## src/rtl/ycbcr_pkg.sv

```systemverilog
`default_nettype none
// ============================================================================
// Module  : ycbcr_pkg
// Brief   : Shared constants for the BT.709 limited-range YCbCr -> RGB path.
// Revision: 1.0  initial release
// ============================================================================
package ycbcr_pkg;

    // Q8 BT.709 inverse-matrix coefficients
    localparam int c_coef_y  = 298;
    localparam int c_coef_rv = 459;
    localparam int c_coef_gu = 55;
    localparam int c_coef_gv = 136;
    localparam int c_coef_bu = 541;

    // Offsets at 8-bit scale; multiplied by 2^(w-8) for wider components
    localparam int c_off_y   = 16;
    localparam int c_off_c   = 128;
    localparam int c_shift   = 8;

    localparam int c_num_comp = 3;
    localparam int c_comp_y   = 0;
    localparam int c_comp_cb  = 1;
    localparam int c_comp_cr  = 2;
    localparam int c_ch_b     = 0;
    localparam int c_ch_g     = 1;
    localparam int c_ch_r     = 2;

    // Matrix entry for output channel ch (B/G/R) and input component comp (Y/Cb/Cr)
    function automatic int coef(input int ch, input int comp);
        int v;
        v = 0;
        if (comp == c_comp_y)                          v = c_coef_y;
        else if (ch == c_ch_r && comp == c_comp_cr)    v = c_coef_rv;
        else if (ch == c_ch_g && comp == c_comp_cb)    v = -c_coef_gu;
        else if (ch == c_ch_g && comp == c_comp_cr)    v = -c_coef_gv;
        else if (ch == c_ch_b && comp == c_comp_cb)    v = c_coef_bu;
        return v;
    endfunction

    function automatic int comp_bias(input int comp, input int w);
        return ((comp == c_comp_y) ? c_off_y : c_off_c) << (w - 8);
    endfunction

    function automatic int pix_lsb(input int p, input int w);
        return c_num_comp * w * p;
    endfunction

    function automatic int comp_lsb(input int comp, input int w);
        return comp * w;
    endfunction

endpackage
`default_nettype wire

```

## src/rtl/ycbcr2rgb_pix.sv

```systemverilog
`default_nettype none
// ============================================================================
// Module  : ycbcr2rgb_pix
// Brief   : One pixel's 4-stage YCbCr->RGB datapath (offset, multiply, sum,
//           shift+clamp). YCBCR2RGB_ROUND_EN selects round-half-up in S4.
// Revision: 1.0  initial release
// ============================================================================
module ycbcr2rgb_pix
    import ycbcr_pkg::*;
#(
    parameter int DATA_WIDTH = 8
) (
    input  logic                    clk,
    input  logic                    rst,
    input  logic                    i_en,
    input  logic [3*DATA_WIDTH-1:0] i_ycbcr,
    output logic [3*DATA_WIDTH-1:0] o_rgb
);

    localparam int c_aw = DATA_WIDTH + 12;

`ifdef YCBCR2RGB_ROUND_EN
    localparam logic signed [c_aw-1:0] c_rnd = c_aw'(1 << (c_shift - 1));
`else
    localparam logic signed [c_aw-1:0] c_rnd = '0;
`endif
    localparam logic signed [c_aw-1:0] c_max = c_aw'((1 << DATA_WIDTH) - 1);

    logic signed [DATA_WIDTH:0] r_comp [c_num_comp];
    logic signed [c_aw-1:0]     r_prod [c_num_comp][c_num_comp];
    logic signed [c_aw-1:0]     r_sum  [c_num_comp];
    logic signed [c_aw-1:0]     w_shr  [c_num_comp];
    logic [DATA_WIDTH-1:0]      w_clamp[c_num_comp];

    always_ff @(posedge clk) begin
        if (rst) begin
            for (int c = 0; c < c_num_comp; c++) begin
                r_comp[c] <= '0;
                r_sum[c]  <= '0;
                for (int k = 0; k < c_num_comp; k++) begin
                    r_prod[c][k] <= '0;
                end
            end
            o_rgb <= '0;
        end else if (i_en) begin
            for (int c = 0; c < c_num_comp; c++) begin
                r_comp[c] <= $signed({1'b0, i_ycbcr[comp_lsb(c, DATA_WIDTH) +: DATA_WIDTH]})
                           - $signed((DATA_WIDTH + 1)'(comp_bias(c, DATA_WIDTH)));
            end
            // Zero-coefficient products reduce to constants in synthesis
            for (int ch = 0; ch < c_num_comp; ch++) begin
                for (int c = 0; c < c_num_comp; c++) begin
                    r_prod[ch][c] <= c_aw'(r_comp[c]) * c_aw'(coef(ch, c));
                end
                r_sum[ch] <= r_prod[ch][0] + r_prod[ch][1] + r_prod[ch][2];
                o_rgb[comp_lsb(ch, DATA_WIDTH) +: DATA_WIDTH] <= w_clamp[ch];
            end
        end
    end

    always_comb begin
        for (int ch = 0; ch < c_num_comp; ch++) begin
            w_shr[ch]   = (r_sum[ch] + c_rnd) >>> c_shift;
            w_clamp[ch] = w_shr[ch][DATA_WIDTH-1:0];
            if (w_shr[ch][c_aw-1]) begin
                w_clamp[ch] = '0;
            end else if (w_shr[ch] > c_max) begin
                w_clamp[ch] = '1;
            end
        end
    end

endmodule
`default_nettype wire

```

## src/rtl/ycbcr2rgb.sv

```systemverilog
`default_nettype none
// ============================================================================
// Module  : ycbcr2rgb
// Brief   : AXI-Stream BT.709 limited-range YCbCr 4:4:4 to RGB converter,
//           N pixels per beat, 4-cycle latency. Build option: YCBCR2RGB_ROUND_EN.
// Revision: 1.0  initial release
// ============================================================================
module ycbcr2rgb
    import ycbcr_pkg::*;
#(
    parameter int PIX_PER_CLOCK = 1,
    parameter int DATA_WIDTH    = 8
) (
    input  logic                                  clk_in,
    input  logic                                  reset,
    input  logic [3*DATA_WIDTH*PIX_PER_CLOCK-1:0] rdata,
    input  logic                                  rlast,
    input  logic                                  ruser,
    input  logic                                  rvalid,
    output logic                                  rready,
    output logic [3*DATA_WIDTH*PIX_PER_CLOCK-1:0] tdata,
    output logic                                  tlast,
    output logic                                  tuser,
    output logic                                  tvalid,
    input  logic                                  tready
);

    localparam int c_pix_w = c_num_comp * DATA_WIDTH;
    localparam int c_depth = 4;

    logic               w_en;
    logic [c_depth-1:0] r_vld;
    logic [c_depth-1:0] r_last;
    logic [c_depth-1:0] r_user;

    // Whole pipeline moves as one: it may advance whenever the output slot frees
    assign w_en   = ~r_vld[c_depth-1] | tready;
    assign rready = w_en;
    assign tvalid = r_vld[c_depth-1];
    assign tlast  = r_last[c_depth-1];
    assign tuser  = r_user[c_depth-1];

    always_ff @(posedge clk_in) begin
        if (reset) begin
            r_vld  <= '0;
            r_last <= '0;
            r_user <= '0;
        end else if (w_en) begin
            r_vld  <= {r_vld[c_depth-2:0],  rvalid};
            r_last <= {r_last[c_depth-2:0], rvalid & rlast};
            r_user <= {r_user[c_depth-2:0], rvalid & ruser};
        end
    end

    generate
        for (genvar p = 0; p < PIX_PER_CLOCK; p++) begin : g_pix
            ycbcr2rgb_pix #(
                .DATA_WIDTH (DATA_WIDTH)
            ) u_pix (
                .clk     (clk_in),
                .rst     (reset),
                .i_en    (w_en),
                .i_ycbcr (rdata[pix_lsb(p, DATA_WIDTH) +: c_pix_w]),
                .o_rgb   (tdata[pix_lsb(p, DATA_WIDTH) +: c_pix_w])
            );
        end
    endgenerate

endmodule
`default_nettype wire

```

## config.mk

```make
export PLATFORM = sky130hd
export DESIGN_NAME = ycbcr2rgb
export DESIGN_NICKNAME = d
export VERILOG_FILES = /design/src/rtl/ycbcr_pkg.sv /design/src/rtl/ycbcr2rgb_pix.sv /design/src/rtl/ycbcr2rgb.sv
export SDC_FILE = /design/constraint.sdc
export NUM_CORES = 1
export LEC_CHECK = 0
export CAP_MARGIN = 20
export CORE_MARGIN = 4
export CORE_UTILIZATION = 30
export CTS_CLUSTER_SIZE = 8
export DETAILED_ROUTE_END_ITERATION = 12
export GPL_TIMING_DRIVEN = 0
export RECOVER_POWER = 100
export SETUP_SLACK_MARGIN = 0.5
export SKIP_LAST_GASP = 1
export SYNTH_ARGS = -nofsm -noshare
export SYNTH_HDL_FRONTEND = slang
export SYNTH_SLANG_ARGS = --single-unit
```

## constraint.sdc

```tcl
create_clock -name clk_in -period 6.6 [get_ports clk_in]
set_input_delay 1.65 -clock clk_in [delete_from_list [all_inputs] [get_ports clk_in]]
set_output_delay 1.65 -clock clk_in [all_outputs]
set_load 0.02 [all_outputs]
```

==> results of run 1 <==
-- report_power, final --
part	switching [mW]	leakage [nW]	total [mW]	internal, mW
clock network	0.531	0.291	1.04	0.511
registers	0.173	2.08	1.81	1.64
logic	2.02	6.69	3.53	1.51
total	2.72	9.06	6.38	3.66
-- state kept, by name, indices dropped and copies added (netlist names) --
signal / count
g_pix.u_pix.o_rgb: 24
g_pix.u_pix.r_sum: 36
g_pix.u_pix.r_comp: 25
r_last: 4
r_vld: 4
r_user: 4
g_pix.u_pix.r_prod: 91
-- placed cells by master, fill, tap and decap left out, types with 32 or more instances in the layout --
| master | netlist | layout |
|---|---|---|
| nor2_1 | 139 | 139 |
| fa_1 | 106 | 106 |
| ha_1 | 317 | 317 |
| o21ai_0 | 30 | 32 |
| edfxtp_1 | 152 | 152 |
| xor2_1 | 32 | 32 |
| a21oi_1 | 95 | 95 |
| nor3_1 | 51 | 51 |
| dfxtp_1 | 36 | 36 |
| xnor2_1 | 50 | 50 |
| a21o_1 | 40 | 40 |
| inv_1 | 177 | 177 |
| clkbuf_1 | 24 | 36 |
| nand2_1 | 59 | 59 |
-- per-stage QoR --
step	utilization [%]	worst slack (ps)	total power, mW
global placement	33.0	234	5.35
global route	34.1	500	6.99
detailed placement	33.1	1110	5.41
CTS	34.2	1080	6.50
floorplan	-	1680	4.45
finish	34.1	905	6.38
-- synthesized netlist by cell type (all sizes together), types with 34 or more instances --
cell type / instances
a21o: 40
nor2: 139
a21oi: 97
o21ai: 34
and2: 48
xnor2: 50
dfxtp: 36
nand2: 59
fa: 106
ha: 317
edfxtp: 152
nor3: 51
inv: 177
-- logic make-up after synthesis --
group / Yosys count / synth area share [%]
compound gates: 264 / 10.8
simple gates: 391 / 11.4
buf+inv: 213 / 4.81
fa+ha+maj: 423 / 36.5
mux: 9 / 0.548
flops: 188 / 31.7
xor+xnor: 82 / 4.31
-- worst paths after layout --
path | from | endpoint | slack [ps] | cells after the start
worst min register to register | r_last[3] | r_last[3] | 450 | 2
worst max register to register | g_pix[0].u_pix.r_comp[0][25] | g_pix[0].u_pix.r_prod[0][79] | 990 | 16
worst min-delay path | r_last[3] | r_last[3] | 450 | 2
worst max-delay path | tready | g_pix[0].u_pix.r_comp[0][23] | 910 | 6
-- tightest hold or removal path, stage by stage, from the launching register on --
cell,delay [ps]
dfxtp_1,310
nand2_1,50
a21oi_1,50
-- layout make-up --
type                            count  area share (%)
Multi-Input combinational cell   1169            56.3
Timing Repair Buffer               59            3.09
Sequential cell                   188            28.2
Clock inverter                     14           0.920
Inverter                          177            3.54
Tap cell                          748            4.99
Clock buffer                       18            2.29
Antenna cell                        3          0.0400
Buffer                             36           0.720
-- metal layers --
layer	global-route usage [%]	vias up
li1	-	5645
met1	17.3	5445
met2	21.2	180
met3	2.18	36
met4	3.81	0
met5	0	-
==> flow_summary.yaml, run 1 <==
timing:
  total_negative_setup_slack_ps: 0
  rsz0062_at_grt: "no"
  final-setup-viol-count: 0
  clock_skew_ps: 14.3
  worst_pin_slew_ps: 1790
  share_of_the_cycle_needed_by_the_critical_path_after_routing_pct: 86.3
  max_slew_margin_pct: -19.4
  final.hold.worst_slack_ps: 451
  min_period_ps: 5690
  timing.final.max_slew_violations: 107
  finalHoldViolations: 0
  max_clock_freq_mhz: 176
cts:
  tritoncts: "built"
  worst_setup_hold_path_clk_slew_ps: 80
  max-clock-path-buffers: 2
  cts_htree_levels: 4
  cts_resized: 0
  worstSkewPairLatency_ps: 480
  post_cts_hold_buffer_count: 0
  cts_num_sinks: 188
  setup_fix_bufs_post_cts: 0
  cts_root_buf: "clkbuf_16"
  cts_buffers: 17
detailed_routing:
  met2_length_mm: 17.5
  via_count: 11306
  totalWireLength_mm: 37.2
  route.antenna.remaining_nets: 0
  highest-signal-layer: "met4"
  drt_first_pass_iters: 5
  met3_length_mm: 1.61
  drt-vias-per-instance: 4.69
  route.detailed.wl_per_inst_um: 15.4
  initialDrtViolationCount: 717
  wirelength_met1_mm: 17.4
  drcViolationCount: 0
placed_design:
  placed_area_um2: 18200
  post-dp-hpwl_mm: 30.8
  gp_congestion: 0.883
  post-place-cells: 2377
  place.port_buffers: 57
logic_synthesis:
  synth_area_um2: 16700
  synth_top_cells_by_area: "edfxtp_1 27%, ha_1 24%, fa_1 13%"
  edff_count_synth: 152
  count_of_unique_library_cells_instantiated_by_yosys: 68
  synthArstFlopShare_pct: 0
  synth_area_leader_cell: "edfxtp_1"
  yosys_most_used_dff: "edfxtp_1"
  postSynthRegisterBits: 188
  ys.warnings.count: 0
  yosysSeqAreaShare_pct: 31.7
  synthesized_nets: 2023
  postSynthCellCount: 1570
  syn-mean-instance-area_um2: 10.6
  synth_top_area_share_pct: 27.4
global_routing:
  grt_antenna_before_repair: 1
  largest_net_degree_at_the_start_of_global_routing: 70
  first_global_vias: 11690
  global_route.usage.total_pct: 12.8
  globalRoute.totalOverflow: 0
  first_pass_grt_wire_length_mm: 60.4
cells_and_area:
  fillers: 5565
  final_layout_size_suffix_gt1_share_pct: 3.19
  layout.cell_area.non_filler_um2: 18800
  ff_latch_area_um2: 5290
  multi_input_comb_area_um2: 10600
  area.growth.synth_to_final_pct: 12.5
  nNetsFinal: 2101
  final_cell_count_no_fill: 2412
die:
  die_height_um: 244
  placement_rows: 86
  initial_core_util_pct: 30.3
  coreArea_um2: 55100
  pin_count: 58
  die_x_um: 244
  die-area_um2: 59400
setup_path:
  worst_path_largest_cell_delay_ps: 1200
  worst_setup_path_start_kind: "primary input"
  path_common_cell: "clkbuf_1"
  crit_family: "buffers and inverters"
  cp_cell_sequence: "dlygate4sd3_1 -> nor2b_1 -> clkbuf_1 -> clkbuf_1 -> nand2b_1 -> clkbuf_2"
  critPathMaxFanout: 69
  worst_setup_path_category: "in -> reg"
  critical_path_data_required_time_ps: 6460
  worst-path-buf-inv: 4
  worst_setup_end_kind: "register"
  critPathArrivalTime_ps: 5550
  critical-path-slowest-cell: "clkbuf_2"
power_and_ir_drop:
  power.ir.vdd_worst_v: 0.000284
  leakagePower_nw: 9.06
  power.density_cell_area_nw_per_um2: 340
run_status:
  run_status: "finished with violations"
  failing_checks: "max-capacitance violations, max-slew violations"
flow_run:
  max_cap_viol_count: 2
worst_hold_path:
  worstHoldPathType: "reg -> reg"
No activity file was read; power rests on OpenSTA's default activity.
==> run 2, diff against run 1 <==
--- a/config.mk
+++ b/config.mk
@@ -12,6 +12,7 @@
 export DETAILED_ROUTE_END_ITERATION = 12
 export GPL_TIMING_DRIVEN = 0
 export RECOVER_POWER = 100
+export REMOVE_ABC_BUFFERS = 1
 export SETUP_SLACK_MARGIN = 0.5
 export SKIP_LAST_GASP = 1
 export SYNTH_ARGS = -nofsm -noshare
==> flow_summary.yaml, run 2 (synthesis gave the netlist of run 1 again) <==
detailed_routing:
  drt_first_pass_iters: 5
  drcViolationCount: 0
  route.detailed.wl_per_inst_um: 14.8
  route.antenna.remaining_nets: 0
  totalWireLength_mm: 35.1
  drt-vias-per-instance: 4.65
  initialDrtViolationCount: 492
  via_count: 11056
cells_and_area:
  final_common_cell: "ha_1"
  max_flop_register: "g_pix.u_pix.r_prod"
  final_layout_size_suffix_gt1_share_pct: 3.38
  area.growth.synth_to_final_pct: 12.1
  largest_register_ff_count: 91
  num_antenna_cells: 0
  nNetsFinal: 2068
  layout.cell_area.non_filler_um2: 18700
  most_frequent_cells_in_the_layout: "317 x ha_1, 177 x inv_1, 152 x edfxtp_1"
  largest_registers: "g_pix.u_pix.r_prod (91), g_pix.u_pix.r_sum (36), g_pix.u_pix.r_comp (25)"
  post-route-util_pct: 34.0
timing:
  worst_pin_slew_ps: 1930
  share_of_the_cycle_needed_by_the_critical_path_after_routing_pct: 85.4
  finalHoldViolations: 0
  min_period_ps: 5640
  clock_skew_ps: 11.2
  max_clock_freq_mhz: 177
  layout_setup_ws_ps: 963
  max_slew_margin_pct: -28.5
  rsz0062_at_grt: "no"
  final-setup-viol-count: 0
  timing.final.max_slew_violations: 196
  total_negative_setup_slack_ps: 0
cts:
  cts_num_sinks: 188
  setup_fix_bufs_post_cts: 0
  cts_root_buf: "clkbuf_16"
  max-clock-path-buffers: 2
  cts_htree_levels: 4
  tritoncts: "built"
  cts_resized: 0
  post_cts_hold_buffer_count: 0
  worst_setup_hold_path_clk_slew_ps: 70
  cts_buffers: 17
  worstSkewPairLatency_ps: 470
setup_path:
  worst_setup_path_category: "reg -> reg"
  critical-path-slowest-cell: "fa_1"
  worst_path_largest_cell_delay_ps: 660
  ff2ff_path_depth: 17
  crit_family: "adder cells"
  worst_setup_path_start_kind: "register"
  cp_cell_sequence: "inv_1 -> fa_1 -> inv_1 -> ha_1 -> inv_1 -> fa_1 -> inv_1 -> fa_1 -> ha_1 -> ha_1 -> a21o_1 -> a21o_1 -> a2111oi_0 -> o21ai_0 -> a41oi_2 -> xnor2_1 -> nor2_1"
  critPathMaxFanout: 6
  worst_setup_end_kind: "register"
  worstSetupPathDepth: 17
  r2r_slack_ps: 960
  worst-path-buf-inv: 4
  path_common_cell: "inv_1"
  critical_path_data_required_time_ps: 6760
  critPathArrivalTime_ps: 5800
worst_hold_path:
  hold_path_depth: 2
  worstHoldPathType: "reg -> reg"
die:
  pin_count: 58
  die-area_um2: 59400
  initial_core_util_pct: 30.3
  die_height_um: 244
  coreArea_um2: 55100
  die_x_um: 244
  placement_rows: 86
global_routing:
  largest_net_degree_at_the_start_of_global_routing: 67
  globalRoute.totalOverflow: 0
  first_global_vias: 11471
  first_pass_grt_wire_length_mm: 58.9
  global_route.usage.total_pct: 12.3
  grt_antenna_before_repair: 0
placed_design:
  place.port_buffers: 57
  detailedPlace.worstSlack_ps: 1110
  post-dp-hpwl_mm: 28.4
  placed_area_um2: 18200
  gp_congestion: 0.855
flow_run:
  max_cap_viol_count: 5
power_and_ir_drop:
  leakagePower_nw: 9.04
  power.density_cell_area_nw_per_um2: 341
  power.ir.vdd_worst_v: 0.000205
  totalPowerFinal_mw: 6.37
run_status:
  failing_checks: "max-capacitance violations, max-slew violations"
  run_status: "finished with violations"
-- run 2: metrics by stage --
step / hold WS [ps] / cells
final: 452 / 2376
after global routing: 479 / 2376
after CTS: 457 / 2376
after detailed placement: 446 / 2344
after global placement: 439 / 2339
after floorplan: 426 / 1534
-- run 2: layer usage --
metal / wire (µm) / GRT usage [%]
met5: 0 / 0
met4: 1070 / 4.62
met3: 931 / 2.17
met2: 16200 / 20.2
met1: 16900 / 16.4
-- run 2: tightest hold or removal path: stages (launching register included) --
cell and delay (ps):
dfxtp_1 310, nand2_1 50, a21oi_1 50
-- run 2: path summary, 6_finish.rpt --
path | start | end
hold reg to reg | r_last[3] | r_last[3]
setup reg to reg | g_pix[0].u_pix.r_comp[0][21] | g_pix[0].u_pix.r_prod[0][79]
hold / removal | r_last[3] | r_last[3]
setup / recovery | g_pix[0].u_pix.r_comp[0][21] | g_pix[0].u_pix.r_prod[0][79]
-- run 2: cell type report --
cell class	instances	area, µm²
clock inverter	12	161
sequential	188	5290
clock buffer	20	457
fill	5600	36400
multi-input combinational	1169	10600
timing repair buffer	62	633
inverter	177	664
tap	748	936
-- run 2: power breakdown --
part	switching [mW]	internal, mW
registers	0.179	1.64
logic	1.95	1.51
clock network	0.477	0.619
==> RTL change 1: new RTL, config.mk and constraints of run 2 <==
The option `YCBCR2RGB_ROUND_EN` is turned on by a define.
--- a/src/rtl/ycbcr2rgb_pix.sv
+++ b/src/rtl/ycbcr2rgb_pix.sv
@@ -5,6 +5,8 @@
 //           shift+clamp). YCBCR2RGB_ROUND_EN selects round-half-up in S4.
 // Revision: 1.0  initial release
 // ============================================================================
+`define YCBCR2RGB_ROUND_EN
+
 module ycbcr2rgb_pix
     import ycbcr_pkg::*;
 #(
Function: no difference found for any inputs over 4 cycles, from zero or initial values and one cycle with reset high; that may be too few to reach the edited logic, so the function may still have changed.
==> RTL change 1 against run 2 <==
  * The run still ends with max-capacitance violations, max-slew violations left
  * Synthesized area up 7.2%
  * Critical path depth down 9
  * Design area up 6.5%
  * Sequential cell count up 3
  * Hold slack about the same
  * Wire length up 11%
  * Total power up 6.8%
  * Register-to-register slack worse by 0.11 ns
  * Worst setup slack worse by 0.14 ns
==> RTL change 1: results (changes against run 2) <==
[synthesis]
synth_mux_area_frac = 0.01070  ; +0.005226
synthAdderAreaFrac = 0.3450  ; -0.02005
synth_compound_area_frac = 0.1220  ; +0.01434
synth-seq-area-share = 0.3005  ; -0.01637
synth-xor-area-share = 0.04358  ; +0.0005180
yosysUniqueCellTypes = 77  ; +13%

[finish]
regArea_sq_um = 5375  ; +1.7%
instances_no_fill = 2545  ; +7.1%
reg.largest.list = g_pix.u_pix.r_prod x91, g_pix.u_pix.r_sum x39, g_pix.u_pix.r_comp x25
multi_input_gates = 1303  ; +11%
buffer_area_frac = 0.03328  ; -0.0005653
multi_input_area_sq_um = 11630  ; +10%
syn2layout_area_growth_pct = 11.38
drive_gt1_frac = 0.03781  ; +0.004027
num-fill-cells = 5906  ; +5.5%

[placement]
place_ws_ns = 1.096  ; -0.01035 ns
place_congestion = 0.8543  ; about the same

[power]
leakagePower_nw = 9.425  ; +4.2%
ir_drop_uv = 212.3  ; +3.4%
internal_power_mw = 3.936  ; +4.5%
seqPwrFrac = 0.283  ; -0.002

[timing]
tightestPinTransition_ns = 1.875  ; -0.05178 ns
clock_skew_ns = 0.01123  ; +0.00001800 ns
drv_slew = 72  ; -63%

[flow_run]
cap_viol_max_count = 2  ; -3

[outcome]
status = finished, violations left
violations = max-capacitance violations, max-slew violations

[critical_path]
rr_endpoint = g_pix[0].u_pix.r_prod[0][38]$_SDFFCE_PN0P_
path_depth = 8  ; -9
crit_path_top_delay_cell = clkbuf_1
crit_end = g_pix[0].u_pix.r_comp[0][23]$_SDFFCE_PN0P_
crit_family = buffers and inverters
worstPathMaxFanout = 80  ; +74
arrival_ns = 5.79  ; about the same
cpPeakStageDelay_ns = 0.83  ; +0.17 ns
reg2reg_setup_slack_ns = 0.85  ; -0.11 ns

[global_routing]
grtUsageTotal = 0.1261  ; +0.002772
use_met1 = 0.1679  ; +0.004284
grt_pass1_vias = 12460  ; +8.6%

[drt]
first_pass_iters = 7  ; +2
wl_met2_microns = 18350  ; +13%
drt_iter0_drc = 602  ; +22%
wl_met3_microns = 1224  ; +31%

[worst_hold_path]
min_from = r_last[0]$_SDFFE_PP0P_

RTL change 1: cell types whose count changed in the layout (fill, tap and decap cells not counted), sizes merged, moves of 15 or more:
| cell | delta |
|---|---|
| nand2 | +27 |
| nor2 | -27 |
| a21oi | -22 |
| nand4 | +17 |
| nand3 | +16 |
| o211ai | +15 |
RTL change 1: logic make-up (layout without fill, tap and decap cells):
group           count (synthesis)  in the layout
compound gates                315            315
xor+xnor                       89             89
flops                         191            191
fa+ha+maj                     426            426
simple gates                  454            454
mux                            19             19
buf+inv                       219            278
RTL change 1: worst reg2reg max path: stages (launching register included):
cell and delay [ns]:
edfxtp_1 0.62, inv_1 0.13, fa_1 0.63, inv_1 0.08, ha_1 0.33, inv_1 0.08, fa_1 0.53, inv_1 0.06
fa_1 0.47, ha_1 0.35, fa_1 0.47, a21o_1 0.23, a2111oi_0 0.74, o31ai_1 0.23, a31oi_1 0.24, xor2_1 0.26
nor2_1 0.06
==> RTL change 2: new RTL, settings of run 2 <==
Without the edit above. Reset style: asynchronous (`reset` and `rst`), changed in 2 clocked blocks.
--- a/src/rtl/ycbcr2rgb_pix.sv
+++ b/src/rtl/ycbcr2rgb_pix.sv
@@ -32,7 +32,7 @@
     logic signed [c_aw-1:0]     w_shr  [c_num_comp];
     logic [DATA_WIDTH-1:0]      w_clamp[c_num_comp];
 
-    always_ff @(posedge clk) begin
+    always_ff @(posedge clk or posedge rst) begin
         if (rst) begin
             for (int c = 0; c < c_num_comp; c++) begin
                 r_comp[c] <= '0;
--- a/src/rtl/ycbcr2rgb.sv
+++ b/src/rtl/ycbcr2rgb.sv
@@ -40,7 +40,7 @@
     assign tlast  = r_last[c_depth-1];
     assign tuser  = r_user[c_depth-1];
 
-    always_ff @(posedge clk_in) begin
+    always_ff @(posedge clk_in or posedge reset) begin
         if (reset) begin
             r_vld  <= '0;
             r_last <= '0;
Formal check against the unedited RTL: same outputs for any inputs over 4 cycles, from zero or initial values and one cycle with reset high; that may be too few to reach the edited logic, so the function may still have changed.
==> RTL change 2 against run 2 <==
  * The flow still finishes with violations (max-capacitance violations, max-slew violations)
  * Design area decreased by 2.1%
  * Wire length increased by 0.16%
  * Worst setup slack improved by 0.093 ns
  * Synthesized area decreased by 1.7%
  * Critical path depth decreased by 11
  * Sequential cell count unchanged
  * Register-to-register slack improved by 0.13 ns
  * Global-route usage increased by 0.32 points
  * Final cell count increased by 3.0%
  * Die area decreased by 1.6%
Power is left out: the tool's default activity adds up to more than one toggle a clock period on the data nets, which glitch-free logic cannot reach.
==> RTL change 2: results (changes against run 2) <==
[outcome]
status = finished, violations left
violations = max-capacitance violations, max-slew violations

[global_routing]
globalRouteMet3Util = 0.02337  ; +0.001693
grt_max_degree = 132  ; +97%
grt_pass1_wl_microns = 60820  ; +3.3%
grt_pass1_vias = 12070  ; +5.2%
grt_use_met2 = 0.2128  ; +0.01108
use_met1 = 0.1691  ; +0.005516

[flow_run]
cap_viol_max_count = 4  ; -1

[synthesis]
synth-seq-area-share = 0.2868  ; -0.03003
synth_area_leaders = dfrtp_1, ha_1, fa_1
yosysUniqueCellTypes = 58  ; -15%
synth-xor-area-share = 0.05500  ; +0.01194
synth_mux_area_frac = 0.001983  ; -0.003493
synthAdderAreaFrac = 0.3709  ; +0.005876
synth_compound_area_frac = 0.1163  ; +0.008612

[finish]
num-fill-cells = 5522  ; -1.4%
layout.nets = 2192  ; +6.0%

[critical_path]
timing.critical_path.from = tready
reg2reg_setup_slack_ns = 1.09  ; +0.13 ns
rr_endpoint = g_pix[0].u_pix.r_prod[19]$_DFFE_PP0P_
r2r-start = g_pix[0].u_pix.r_comp[7]$_DFFE_PP0P_
arrival_ns = 5.88  ; +0.08 ns
crit_end = g_pix[0].u_pix.r_prod[97]$_DFFE_PP0P_

[timing]
tightestPinTransition_ns = 2.609  ; +0.6818 ns
drv_slew = 297  ; +52%
clock_skew_ns = 0.009999  ; -0.001213 ns

[drt]
drt_iter0_drc = 550  ; +12%
first_pass_iters = 4  ; -1
wire_per_inst_microns = 14.38  ; -2.8%
viasPerCell = 4.687  ; +0.72%

[placement]
place_congestion = 0.8286  ; -3.1%
post-dp-hpwl_microns = 26910  ; -5.4%

[cts]
clk-insertion-delay-late_ns = 0.45  ; -0.02 ns

-- RTL change 2: cell types whose count changed in the layout (fill, tap and decap cells not counted), moves of 23 or more --
cell,delta
nor3_1,-37
o31ai_1,+23
edfxtp_1,-152
o21ai_0,+33
and2_0,-33
dfrtp_1,+188
nand2_1,+171
a21oi_1,+28
dfxtp_1,-36
-- RTL change 2: layer usage --
metal	share of wire	routed length, microns
met2	0.47	16580
met1	0.49	17160
met4	0.014	503
met3	0.027	951
met5	0	0
-- RTL change 2: cells by family (layout without fill, tap and decap cells) --
group                    Yosys count  after routing
multiplexers                       3              3
flip-flops                       188            188
AND/OR/NAND/NOR                  447            447
buffers and inverters            232            278
AO/OA/AOI/OAI                    311            311
XOR/XNOR                         103            103
adder cells (fa/ha/maj)          422            422
-- RTL change 2: layout make-up --
class	count	area, sq um	area share
Sequential cell	188	4705	0.2569
Clock buffer	19	452.9	0.02473
Clock inverter	12	137.6	0.007515
Tap cell	696	870.8	0.04755
Inverter	183	695.7	0.03798
Timing Repair Buffer	64	619.3	0.03382
Multi-Input combinational cell	1286	10830	0.5915
-- RTL change 2: worst min path at each step --
stage	start	endpoint	slack, ns
2_1_floorplan	r_vld[2]$_DFFE_PP0P_	r_vld[2]$_DFFE_PP0P_	0.43
3_3_place_gp	r_vld[2]$_DFFE_PP0P_	r_vld[2]$_DFFE_PP0P_	0.45
3_5_place_dp	r_vld[2]$_DFFE_PP0P_	r_vld[3]$_DFFE_PP0P_	0.45
4_1_cts	r_vld[2]$_DFFE_PP0P_	r_vld[3]$_DFFE_PP0P_	0.47
5_1_grt	g_pix[0].u_pix.o_rgb[23]$_DFFE_PP0P_	g_pix[0].u_pix.o_rgb[23]$_DFFE_PP0P_	0.49
6_report	r_last[3]$_DFFE_PP0P_	r_last[3]$_DFFE_PP0P_	0.46
-- RTL change 2: critical path, stage by stage --
cell and delay [ns]:
dlygate4sd3_1 0.57, nor2b_4 0.55, clkinvlp_2 0.25, clkbuf_2 1.33, clkbuf_4 0.96, mux2_2 0.45
-- RTL change 2: metrics by stage --
step	util	cells	worst slack, ns	instance area (sq um)
after global routing	0.3390	2448	0.5161	18320
after global placement	0.3269	2410	-17.08	17660
after detailed placement	0.3304	2417	1.136	17850
after floorplan	-	1657	-8.438	16220
final	0.3390	2448	1.056	18320
after CTS	0.3413	2448	1.075	18440
